**src/rtl/dlx_pkg.sv**
```systemverilog
// Shared DLX pipeline definitions: PC step, NOP encoding and fetch FSM states.
package dlx_pkg;

  localparam int unsigned PC_INCREMENT = 32'd4;
  localparam logic [31:0] DLX_NOP      = 32'h0000_0000;

  typedef enum logic [1:0] {
    BOOT    = 2'd0,
    FETCH   = 2'd1,
    HOLD    = 2'd2,
    DISCARD = 2'd3
  } fetch_state_e;

endpackage

```
**src/rtl/instruction_fetch_pipe.sv**
```systemverilog
// IF/ID pipeline register plus a one-entry skid buffer for words that arrive
// while decode is stalled.
module instruction_fetch_pipe #(
  parameter int unsigned                  PC_WIDTH          = 32,
  parameter int unsigned                  INSTRUCTION_WIDTH = 32,
  parameter logic [INSTRUCTION_WIDTH-1:0] NOP_INSTRUCTION   = 32'h0000_0000
) (
  input  logic                         clk,
  input  logic                         rst_n,
  input  logic                         flush,
  input  logic                         load,
  input  logic                         skid_capture,
  input  logic                         skid_release,
  input  logic                         bubble,
  input  logic [INSTRUCTION_WIDTH-1:0] data,
  input  logic [PC_WIDTH-1:0]          next_pc,
  output logic [INSTRUCTION_WIDTH-1:0] instruction,
  output logic [PC_WIDTH-1:0]          new_pc,
  output logic                         valid
);

  logic [INSTRUCTION_WIDTH-1:0] ins_r;
  logic [PC_WIDTH-1:0]          npc_r;
  logic                         vld_r;
  logic [INSTRUCTION_WIDTH-1:0] skid_ins_r;
  logic [PC_WIDTH-1:0]          skid_pc_r;
  logic                         skid_vld_r;

  // IF/ID and skid update; flush dominates, otherwise the controls are exclusive
  always_ff @(posedge clk or negedge rst_n) begin
    if (!rst_n) begin
      ins_r      <= NOP_INSTRUCTION;
      npc_r      <= {PC_WIDTH{1'b0}};
      vld_r      <= 1'b0;
      skid_ins_r <= NOP_INSTRUCTION;
      skid_pc_r  <= {PC_WIDTH{1'b0}};
      skid_vld_r <= 1'b0;
    end else if (flush) begin
      ins_r      <= NOP_INSTRUCTION;
      npc_r      <= {PC_WIDTH{1'b0}};
      vld_r      <= 1'b0;
      skid_vld_r <= 1'b0;
    end else if (load) begin
      ins_r <= data;
      npc_r <= next_pc;
      vld_r <= 1'b1;
    end else if (skid_capture) begin
      skid_ins_r <= data;
      skid_pc_r  <= next_pc;
      skid_vld_r <= 1'b1;
    end else if (skid_release) begin
      ins_r      <= skid_ins_r;
      npc_r      <= skid_pc_r;
      vld_r      <= skid_vld_r;
      skid_vld_r <= 1'b0;
    end else if (bubble) begin
      vld_r <= 1'b0;
    end else begin
      vld_r <= vld_r;
    end
  end

  assign instruction = ins_r;
  assign new_pc      = npc_r;
  assign valid       = vld_r;

endmodule

```
**src/rtl/instruction_fetch.sv**
```systemverilog
// DLX instruction fetch stage: PC, fetch FSM and imem req/ack handshake,
// feeding the IF/ID register in instruction_fetch_pipe.
module instruction_fetch
  import dlx_pkg::*;
#(
  parameter int unsigned                  PC_WIDTH          = 32,
  parameter int unsigned                  INSTRUCTION_WIDTH = 32,
  parameter logic [PC_WIDTH-1:0]          RESET_PC          = 32'h0000_0000,
  parameter logic [INSTRUCTION_WIDTH-1:0] NOP_INSTRUCTION   = DLX_NOP
) (
  input  logic                         clk,
  input  logic                         rst_n,
  input  logic                         stall_in,
  input  logic                         branch_taken_in,
  input  logic [PC_WIDTH-1:0]          branch_target_in,
  output logic                         imem_req_out,
  output logic [PC_WIDTH-1:0]          imem_addr_out,
  input  logic                         imem_ack_in,
  input  logic [INSTRUCTION_WIDTH-1:0] imem_data_in,
  output logic [INSTRUCTION_WIDTH-1:0] instruction_reg_out,
  output logic [PC_WIDTH-1:0]          new_pc_out,
  output logic                         inst_valid_out
);

  localparam logic [PC_WIDTH-1:0] ALIGN_MASK = ~PC_WIDTH'(3);

  fetch_state_e        state_r, state_s;
  logic [PC_WIDTH-1:0] pc_r, pc_s, target_r, target_s;
  logic [PC_WIDTH-1:0] pc_inc_s, branch_pc_s;
  logic                flush_s, load_s, capture_s, release_s, bubble_s;

  assign pc_inc_s    = pc_r + PC_WIDTH'(PC_INCREMENT);
  assign branch_pc_s = branch_target_in & ALIGN_MASK;

  // State, PC and pending redirect target registers
  always_ff @(posedge clk or negedge rst_n) begin
    if (!rst_n) begin
      state_r  <= BOOT;
      pc_r     <= RESET_PC & ALIGN_MASK;
      target_r <= RESET_PC & ALIGN_MASK;
    end else begin
      state_r  <= state_s;
      pc_r     <= pc_s;
      target_r <= target_s;
    end
  end

  // Next-state, PC update and IF/ID control decode; redirect outranks stall and ack
  always_comb begin
    state_s   = state_r;
    pc_s      = pc_r;
    target_s  = target_r;
    flush_s   = 1'b0;
    load_s    = 1'b0;
    capture_s = 1'b0;
    release_s = 1'b0;
    bubble_s  = 1'b0;
    case (state_r)
      BOOT: begin
        flush_s = branch_taken_in;
        pc_s    = branch_taken_in ? branch_pc_s : pc_r;
        state_s = FETCH;
      end
      FETCH: begin
        if (branch_taken_in) begin
          flush_s = 1'b1;
          if (imem_ack_in) begin
            pc_s = branch_pc_s;
          end else begin
            // address must stay put until the outstanding request completes
            target_s = branch_pc_s;
            state_s  = DISCARD;
          end
        end else if (imem_ack_in) begin
          pc_s = pc_inc_s;
          if (stall_in) begin
            capture_s = 1'b1;
            state_s   = HOLD;
          end else begin
            load_s = 1'b1;
          end
        end else begin
          bubble_s = ~stall_in;
        end
      end
      HOLD: begin
        if (branch_taken_in) begin
          flush_s = 1'b1;
          pc_s    = branch_pc_s;
          state_s = FETCH;
        end else if (!stall_in) begin
          release_s = 1'b1;
          state_s   = FETCH;
        end else begin
          state_s = HOLD;
        end
      end
      DISCARD: begin
        flush_s = branch_taken_in;
        if (imem_ack_in) begin
          pc_s    = branch_taken_in ? branch_pc_s : target_r;
          state_s = FETCH;
        end else begin
          target_s = branch_taken_in ? branch_pc_s : target_r;
        end
      end
      default: begin
        state_s = BOOT;
        pc_s    = RESET_PC & ALIGN_MASK;
      end
    endcase
  end

  assign imem_req_out  = (state_r == FETCH) || (state_r == DISCARD);
  assign imem_addr_out = pc_r & ALIGN_MASK;

  instruction_fetch_pipe #(
    .PC_WIDTH          (PC_WIDTH),
    .INSTRUCTION_WIDTH (INSTRUCTION_WIDTH),
    .NOP_INSTRUCTION   (NOP_INSTRUCTION)
  ) u_pipe (
    .clk          (clk),
    .rst_n        (rst_n),
    .flush        (flush_s),
    .load         (load_s),
    .skid_capture (capture_s),
    .skid_release (release_s),
    .bubble       (bubble_s),
    .data         (imem_data_in),
    .next_pc      (pc_inc_s),
    .instruction  (instruction_reg_out),
    .new_pc       (new_pc_out),
    .valid        (inst_valid_out)
  );

endmodule

```
**config.mk**
```make
export PLATFORM = sky130hd
export DESIGN_NAME = instruction_fetch
export DESIGN_NICKNAME = d
export VERILOG_FILES = /design/src/rtl/dlx_pkg.sv /design/src/rtl/instruction_fetch_pipe.sv /design/src/rtl/instruction_fetch.sv
export SDC_FILE = /design/constraint.sdc
export NUM_CORES = 1
export LEC_CHECK = 0
export ABC_AREA = 1
export CORE_MARGIN = 4
export CORE_UTILIZATION = 57
export DETAILED_ROUTE_END_ITERATION = 10
export PLACE_DENSITY = 0.87
export SYNTH_ARGS = -nofsm -noshare
export SYNTH_HDL_FRONTEND = slang
export SYNTH_SLANG_ARGS = --single-unit
export TNS_END_PERCENT = 10
```
**constraint.sdc**
```tcl
create_clock -name clk -period 2.8 [get_ports clk]
set_clock_uncertainty 0.15 [all_clocks]
set_input_delay 0.56 -clock clk [delete_from_list [all_inputs] [get_ports clk]]
set_output_delay 0.56 -clock clk [all_outputs]
set_load 0.01 [all_outputs]
```
==> results of run 1 <==
==> area by class of cell <==
class / instances / area (um2)
clock buffers: 18 / 429
clock inverters: 14 / 175
repair buffers: 181 / 1880
inverters: 93 / 349
well taps: 216 / 270
flip-flops and latches: 196 / 4900
multi-input cells: 822 / 3900
fillers: 1158 / 4140
==> cell families after synthesis <==
logic type	Yosys count	synth area share
DFF	196	0.518
AOI/OAI and AO/OA	267	0.158
other	1	0.000396
and+or+nand+nor	532	0.230
xor gates and xnor gates	14	0.0130
adders and majority gates	5	0.00661
muxes	2	0.00238
buffers and inverters	155	0.0715
==> per-layer routing <==
layer	up-vias	routed length (um)
met5	-	0
met4	0	559
met3	53	2140
met2	405	11800
met1	4095	10800
li1	4057	-
==> power breakdown <==
| group | internal (mW) | total [mW] | switching, mW |
|---|---|---|---|
| clock network | 1.42 | 2.50 | 1.09 |
| registers | 3.97 | 4.92 | 0.945 |
| logic | 2.05 | 4.73 | 2.67 |
==> critical path, stage by stage, from the launching register on <==
cell	delay (ns)
dfrtp_1	0.41
inv_1	0.10
ha_2	0.28
inv_2	0.10
nand2_1	0.11
clkdlybuf4s50_1	0.55
==> cells in the final DEF, fill, tap and decap left out, drive strengths merged, types with 3 or more instances in the layout <==
cell	instances
xor2	11
nor2	115
a21oi	86
buf	18
dfrtp	196
o21ai	130
inv	97
ha	5
a22oi	36
clkdlybuf4s50	161
bufinv	3
nand3b	4
a31oi	12
clkbuf	19
clkinv	5
nand3	32
nand2	375
xnor2	3
==> repair_timing <==
action	4_1_cts	5_1_grt
gates resized for setup	0	1
endpoints found under the setup margin	0	1
endpoints found under the hold margin	20	0
hold buffers	1	0
==> worst max path at each step <==
stage                           startpoint                 endpoint  slack [ns]  cells past startpoint
global route        state_r[1]$_DFFE_PN0P_             imem_req_out        0.02                      5
global placement           branch_taken_in      pc_r[7]$_DFFE_PN0P_        0.08                      7
CTS                 state_r[1]$_DFFE_PN0P_             imem_req_out        0.03                      5
finish              state_r[1]$_DFFE_PN0P_             imem_req_out        0.12                      5
floorplan           state_r[1]$_DFFE_PN0P_  target_r[3]$_DFFE_PN0P_        0.83                     10
detailed placement         branch_taken_in     pc_r[23]$_DFFE_PN0P_        0.04                      7
==> registers in the layout (all words and copies together) (netlist names) <==
name / flops
u_pipe.new_pc: 32
state_r: 2
target_r: 32
pc_r: 32
u_pipe.skid_ins_r: 32
u_pipe.skid_vld_r: 1
u_pipe.instruction: 32
u_pipe.valid: 1
u_pipe.skid_pc_r: 32
==> metrics.md, run 1 <==
| Metric | Value |
|---|---|
| Vias in the first global route | `8302` |
| CTS root buf | `clkbuf_16` |
| Inst Count DP | `1507` |
| Worst reg-to-reg setup slack | `0.31 ns` |
| Crit share post-route | `0.957` |
| Top cells by area, synth | `dfrtp_1 52%, nand2_1 15%, o21ai_0 6.6%` |
| Setup ws final | `0.121 ns` |
| CTS tree | `done` |
| Post-synthesis area per instance | `8.08 um2` |
| Peak Freq | `373 MHz` |
| Worst-Margin Slew | `1.01 ns` |
| Worst Hold Slack | `0.329 ns` |
| Yosys reg bits | `196` |
| Lkg Pwr | `5.57 nW` |
| Worst Path Max Fanout | `8` |
| DIE AREA | `0.0187 mm2` |
| Starting DRC count in detailed routing | `850` |
| Place WS | `0.0437 ns` |
| FF-to-FF End | `pc_r[19]$_DFFE_PN0P_` |
| Most common cell in the synthesized netlist | `nand2_1` |
| H-tree levels | `4` |
| Post-route cell area | `0.0119 mm2` |
| Post-synth top cells | `370 x nand2_1, 196 x dfrtp_1, 124 x o21ai_0` |
| Tot Pwr | `12.1 mW` |
| Area of the core | `0.0161 mm2` |
| Worst path arrival time | `1.97 ns` |
| TritonRoute pass-1 iters | `5` |
| DRT Wirelength | `25300 um` |
| Utilization after layout | `0.742` |
| Warnings from Yosys | `0` |
| Die height | `137 um` |
| Chip Width | `137 um` |
| Unique masters post-synth | `37` |
| Area growth syn-to-layout | `25.8%` |
| Max IR drop VDD | `597 uV` |
| Vias | `8610` |
| Setup TNS | `0 ns` |
| Status | `completed` |
| HPWL reported at the end of detailed placement | `17200 um` |
| Yosys top cell area share | `0.518` |
| Cell Area, Synth | `0.00947 mm2` |
| Hold path endpoint | `target_r[0]$_DFFE_PN0P_` |
| CTS buffer count | `17` |
| Crit. End Element | `output pin` |
| Fraction of layout instances using a drive strength above 1 | `0.0785` |
| M3 GR Usage | `0.0533` |
| Met2 Use GR | `0.432` |
| Final cell count without fillers | `1540` |
| Min-delay src | `target_r[0]$_DFFE_PN0P_` |
| Global-route wire length before repair | `41100 um` |
| Slew Limit Fails | `0` |
| WL/cell | `16.4 um` |
| Via density | `5.59` |
| Initial antenna violation count | `0` |
| Num Clock Sinks | `196` |
| Grt ovf | `0` |
| Synth Flop Type | `dfrtp_1` |
| Initial Util | `0.590` |
| Worst Hold Depth | `2` |
| Hold violation count in the final report | `0` |
| Tot GR Track Use | `0.276` |
| Clock period minus worst slack | `2.68 ns` |
| P per Cell Area | `1020 mW/mm2` |
| Met1 Track Usage GR | `0.393` |
| RSZ-0062 raised after global routing | `no` |
| Gr busiest metal | `met2` |
| Seq/Total Area, Yosys | `0.518` |
| Startpoint Class | `register` |
| Buffers on Ports | `162` |
| Longest Clk Path Bufs | `2` |
| Post CTS Setup Buffer Count | `0` |
| Max_cap viols | `0` |
| Pin count of the biggest net entering global routing | `74` |
| Asr flop ratio synth | `1.00` |
| ANT cells | `0` |
| Reg2reg start | `state_r[0]$_DFFE_PN0P_` |
| Cell taking the most area after synthesis | `dfrtp_1` |
| Worst EP required | `2.09 ns` |
| RePlAce Congestion | `0.953` |
| EDFF count, synth | `0` |
| Final setup violation count | `0` |
| Crit Path Category | `register to output pin` |
| Clock latency on the worst-skew pair | `0.43 ns` |
| NumNets Final | `1385` |
| Site Rows | `46` |
| Clk slew on worst S/H paths | `0.06 ns` |
| Post-Synthesis Cells | `1172` |
| I/O pins | `167` |
| Worst rel slew slack | `0.328` |
| Routed Antenna Nets | `0` |
| DRC Markers | `0` |
| Min-Delay Path Class | `register to register` |
| Reg2reg path depth | `8` |
| Placed inst area | `0.0113 mm2` |
Power figures use the tool's default switching activity.
==> run 2, diff against run 1 <==
--- a/config.mk
+++ b/config.mk
@@ -6,6 +6,7 @@
 export NUM_CORES = 1
 export LEC_CHECK = 0
 export ABC_AREA = 1
+export CORE_ASPECT_RATIO = 0.8
 export CORE_MARGIN = 4
 export CORE_UTILIZATION = 57
 export DETAILED_ROUTE_END_ITERATION = 10
==> run 2 against run 1 <==
Routed wire length is 6.2% higher; sequential power barely moved; die area hardly changed; non-clock buffer count up 6; utilization rose by 0.52 points; clock power hardly changed; global-route usage rose by 1.2 points; sequential share of layout area down 0.15 points; clock-buffer cell count shrank 1; setup slack gained 0.086 ns; largest power group unchanged.
==> metrics.md, run 2 (synthesized netlist as in run 1, its figures left out) <==
| Metric | Value |
|---|---|
| Slowest cell on crit path | `a21oi_2` |
| Initial Util | `0.592` |
| Area growth syn-to-layout | `26.3%` |
| Die height | `123 um` |
| Peak Freq | `386 MHz` |
| CTS tree | `done` |
| Worst Setup EP | `pc_r[7]$_DFFE_PN0P_` |
| H-tree levels | `4` |
| Met1 Track Usage GR | `0.389` |
| Longest Clk Path Bufs | `2` |
| Tot Pwr | `12.2 mW` |
| Gr busiest metal | `met2` |
| Grt ovf | `0` |
| Max IR drop VDD | `763 uV` |
| Routed Antenna Nets | `0` |
| Lkg Pwr | `5.59 nW` |
| Utilization after layout | `0.747` |
| Global-route wire length before repair | `43400 um` |
| Area of the core | `0.0160 mm2` |
| Via density | `5.73` |
| Met2 Use GR | `0.474` |
| Site Rows | `41` |
| Most used cell, CP | `inv_1` |
| Vias | `8850` |
| Inst Count DP | `1512` |
| CTS buffer count | `17` |
| Hold violation count in the final report | `0` |
| Startpoint Class | `register` |
| Pin count of the biggest net entering global routing | `74` |
| RePlAce Congestion | `0.936` |
| Crit Path Category | `register to register` |
| DRT Wirelength | `26900 um` |
| WL/cell | `17.4 um` |
| Worst path arrival time | `2.78 ns` |
| Initial antenna violation count | `0` |
| DRC Markers | `0` |
| Min-Delay Path Class | `register to register` |
| Starting DRC count in detailed routing | `924` |
| Clk slew on worst S/H paths | `0.08 ns` |
| Final setup violation count | `0` |
| Crit. End Element | `register` |
| CP Launch Point | `state_r[0]$_DFFE_PN0P_` |
| FF-to-FF End | `pc_r[7]$_DFFE_PN0P_` |
| Num Clock Sinks | `196` |
| PostCTS Resize Cnt | `0` |
| NumNets Final | `1391` |
| Max_cap viols | `0` |
| TritonRoute pass-1 iters | `8` |
| Clock latency on the worst-skew pair | `0.44 ns` |
| I/O pins | `167` |
| Worst rel slew slack | `0.307` |
| Worst reg-to-reg setup slack | `0.21 ns` |
| Reg2reg start | `state_r[0]$_DFFE_PN0P_` |
| Commonest non-fill, non-tap cell in the layout | `nand2_1` |
| Worst-Margin Slew | `1.04 ns` |
| DIE AREA | `0.0187 mm2` |
| Worst EP required | `2.99 ns` |
| M3 GR Usage | `0.0546` |
| Setup TNS | `0 ns` |
| Commonest cells after routing, fill and taps aside | `369 x nand2_1, 196 x dfrtp_1, 161 x clkdlybuf4s50_1, 124 x o21ai_0, 95 x nor2_1` |
| RSZ-0062 raised after global routing | `no` |
| Status | `completed` |
| Buffers on Ports | `162` |
| Clock period minus worst slack | `2.59 ns` |
| Tot GR Track Use | `0.288` |
| Largest stage delay, worst path | `0.79 ns` |
| Fraction of layout instances using a drive strength above 1 | `0.0827` |
| ANT cells | `0` |
| HPWL reported at the end of detailed placement | `17600 um` |
| Slew Limit Fails | `0` |
| Crit-path cells | `inv_1 -> ha_1 -> nor2_2 -> inv_1 -> a21oi_2 -> o21ai_0 -> a21oi_1 -> nor2_1` |
| Crit share post-route | `0.926` |
| Chip Width | `152 um` |
| P per Cell Area | `1020 mW/mm2` |
| Vias in the first global route | `8569` |
| Final cell count without fillers | `1545` |
| Fillers | `1141` |
| Worst Path Max Fanout | `27` |
| CTS root buf | `clkbuf_16` |
| Reg2reg path depth | `8` |
==> run 2: cell count changes in the layout (fill, tap and decap cells not counted), moves of 2 or more <==
cell and delta:
buf_4 +5, clkinv_2 -3, bufinv_16 -2, clkinv_8 +2
==> run 2: cell type report <==
type | instances | area, um2 | share of cell area
Inverter | 93 | 349 | 0.0292
Tap cell | 215 | 269 | 0.0225
Multi-Input combinational cell | 822 | 3900 | 0.326
Timing Repair Buffer | 187 | 1940 | 0.162
Clock buffer | 17 | 425 | 0.0356
Sequential cell | 196 | 4900 | 0.410
Clock inverter | 15 | 169 | 0.0141
==> run 2: what timing repair did <==
item / in CTS / in global routing
hold buffers: 1 / 0
endpoints found under the hold margin: 3 / 0
setup endpoints to repair: 0 / 0
buffers inserted: 0 / 0
==> run 2: critical path: cells and delay by family (launching register included) <==
| kind | cells | cell delay [ns] |
|---|---|---|
| DFF | 1 | 0.39 |
| adders and majority gates | 1 | 0.24 |
| and+or+nand+nor | 2 | 0.29 |
| buffers and inverters | 2 | 0.21 |
| AOI/OAI and AO/OA | 3 | 1.20 |
==> run 2: how the worst min path moves through the flow <==
stage | startpoint | end | slack (ns) | cells after the start
after floorplan | rst_n | pc_r[0]$_DFFE_PN0P_ | 0.11 | 0
after global placement | target_r[0]$_DFFE_PN0P_ | target_r[0]$_DFFE_PN0P_ | 0.30 | 2
after detailed placement | target_r[1]$_DFFE_PN0P_ | target_r[1]$_DFFE_PN0P_ | 0.31 | 2
after CTS | target_r[1]$_DFFE_PN0P_ | target_r[1]$_DFFE_PN0P_ | 0.33 | 2
after global routing | target_r[1]$_DFFE_PN0P_ | target_r[1]$_DFFE_PN0P_ | 0.35 | 2
final | target_r[1]$_DFFE_PN0P_ | target_r[1]$_DFFE_PN0P_ | 0.33 | 2
==> run 2: metal layers <==
layer | vias to the layer above | part of all wire
li1 | 4064 | -
met2 | 485 | 0.49
met3 | 63 | 0.092
met4 | 0 | 0.027
met5 | - | 0
met1 | 4238 | 0.39
==> run 2: where the power goes <==
part | total (mW) | internal, mW | switching [mW]
logic | 4.80 | 2.11 | 2.69
registers | 4.94 | 3.97 | 0.967
clock network | 2.47 | 1.27 | 1.21
==> run 2: through the flow <==
| step | hold slack (ns) | setup WS (ns) | instance area [um2] |
|---|---|---|---|
| after CTS | 0.325 | 0.203 | 12000 |
| after floorplan | 0.114 | 0.834 | 9470 |
| after global routing | 0.345 | 0.0236 | 12000 |
| after global placement | 0.301 | 0.163 | 11400 |
| after detailed placement | 0.305 | 0.163 | 11400 |
| final | 0.327 | 0.206 | 12000 |
==> RTL change (settings of run 2) <==
Re-encode `fetch_state_e` (4 states) as Gray code, 2 bits wide.
--- a/src/rtl/dlx_pkg.sv
+++ b/src/rtl/dlx_pkg.sv
@@ -5,10 +5,10 @@
   localparam logic [31:0] DLX_NOP      = 32'h0000_0000;
 
   typedef enum logic [1:0] {
-    BOOT    = 2'd0,
-    FETCH   = 2'd1,
-    HOLD    = 2'd2,
-    DISCARD = 2'd3
+    BOOT    = 2'b00,
+    FETCH   = 2'b01,
+    HOLD    = 2'b11,
+    DISCARD = 2'b10
   } fetch_state_e;
 
 endpackage
Behaviour: same outputs for any inputs over 4 cycles, from zero or initial values and one cycle with rst_n low; so few cycles prove little.
==> RTL change against run 2 <==
Count of clock-buffer cells in the layout up 2; utilization down 1.4 points; cell area up 2.8%; total power up 4.8%; setup slack worse by 9.7 ps; wire length up 0.73%; fmax down 0.37%; final cell count up 7.7%; largest power group is now combinational logic; sequential cell count unchanged; synthesized area up 4.4%.
==> RTL change: results (changes against run 2) <==
{| class="wikitable"
! Metric !! Value
|-
| Run status || finished clean (unchanged)
|-
| Total placed instance area || 11720 um^2 (was 11350 um^2)
|-
| DP Wirelength || 18.61 mm (was 17.56 mm)
|-
| Post-synthesis area per instance || 7.624 um^2 (was 8.078 um^2)
|-
| Via Count || 9383 (was 8850)
|-
| Sequential cell fraction of total power || 0.380 (was 0.404)
|-
| Critical path arrival || 1890 ps (was 2780 ps)
|-
| Static Leakage || 5.538 nW (was 5.594 nW)
|-
| Max FO, Critical Path || 3 (was 27)
|-
| Synth cell count leaders || nand2_1, dfrtp_1, nor2_1 (was nand2_1, dfrtp_1, o21ai_0)
|-
| Top cells by area in the synthesized netlist || dfrtp_1, nand2_1, o21ai_0 (unchanged)
|-
| Sequential share of the synthesized area || 0.4964 (was 0.5180)
|-
| Global placer's final weighted congestion || 0.9205 (was 0.9359)
|-
| Power dissipated in the clock network || 2.41 mW (was 2.47 mW)
|-
| Wire length of the first global-routing pass || 44.97 mm (was 43.41 mm)
|-
| Number of placed instances with taps included || 1631 (was 1512)
|-
| Xor/xnor cell area share of the yosys netlist || 0.01406 (was 0.01295)
|-
| Final-stage net count || 1504 (was 1391)
|-
| Fraction of synthesized area in multiplexers || 0.003419 (was 0.002379)
|-
| Maximum vdd drop || 0.7831 mV (was 0.7631 mV)
|-
| Reg-to-reg setup timing slack || 460 ps (was 210 ps)
|-
| Average wire per cell in the routed design || 16.26 um (was 17.38 um)
|-
| Largest net degree at the start of global routing || 69 (was 74)
|-
| Origin of the worst min-delay path || u_pipe.skid_ins_r[30]$_DFFE_PN0P_ (was target_r[1]$_DFFE_PN0P_)
|-
| Relative slew slack || 0.2792 (was 0.3072)
|-
| Share of layout cells above drive strength 1 || 0.05679 (was 0.08271)
|-
| Fin crit period || 2603 ps (was 2594 ps)
|-
| Number of global-route vias before repair || 9104 (was 8569)
|-
| Adder and majority gate portion of the synthesized area || 0.005065 (was 0.006608)
|-
| Synth Area in Compound Gates || 0.1461 (was 0.1583)
|-
| Number of iterations in the first detailed-routing pass || 7 (was 8)
|-
| Number of distinct library cell variants in the gate-level netlist after synthesis || 35 (was 37)
|-
| Worst Setup EP || imem_req_out (was pc_r[7]$_DFFE_PN0P_)
|}
==> RTL change: cell types whose count changed in the layout (fill, tap and decap cells not counted), sizes merged, moves of 3 or more <==
cell / delta
nand2: +63
o21ai: +22
nand3: +10
a21oi: -32
nand4: +4
nor2: +59
o211ai: +3
a31oi: +22
a22oi: -21
inv: -21
xor2: +3
==> RTL change: cell families (layout without fill, tap and decap cells) <==
family / after synthesis / after routing
AO/OA/AOI/OAI: 266 / 266
adder cells (fa/ha/maj): 4 / 4
flip-flops: 196 / 196
XOR/XNOR: 15 / 15
AND/OR/NAND/NOR: 666 / 666
other: 1 / 2
multiplexers: 3 / 3
buffers and inverters: 145 / 292
==> RTL change: how the worst min path moves through the flow <==
stage	end	slack, ps	cells past startpoint
floorplan	pc_r[0]$_DFFE_PN0P_	110	0
global placement	u_pipe.skid_ins_r[15]$_DFFE_PN0P_	300	2
detailed placement	u_pipe.skid_ins_r[24]$_DFFE_PN0P_	310	2
CTS	u_pipe.skid_ins_r[24]$_DFFE_PN0P_	330	2
global route	u_pipe.skid_vld_r$_DFFE_PN0P_	350	2
finish	u_pipe.skid_ins_r[30]$_DFFE_PN0P_	320	2
==> RTL change: critical path, cell delays in order (launching register included) <==
cell,delay [ps]
dfrtp_1,380
inv_1,70
ha_1,300
inv_1,120
clkdlybuf4s50_1,600
==> RTL change: per-layer routing <==
metal	GRT usage	vias up	wire (um)
li1	-	4440	-
met3	0.04698	61	1987
met4	0.08955	0	746
met2	0.4613	407	12970
met1	0.3854	4475	11350
met5	0	-	0
==> RTL change: layout make-up <==
class	instances	area share
clock inverter	13	0.01018
sequential	196	0.3990
inverter	73	0.02229
timing repair buffer	187	0.1558
clock buffer	19	0.03603
multi-input combinational	956	0.3543
tap	220	0.02239
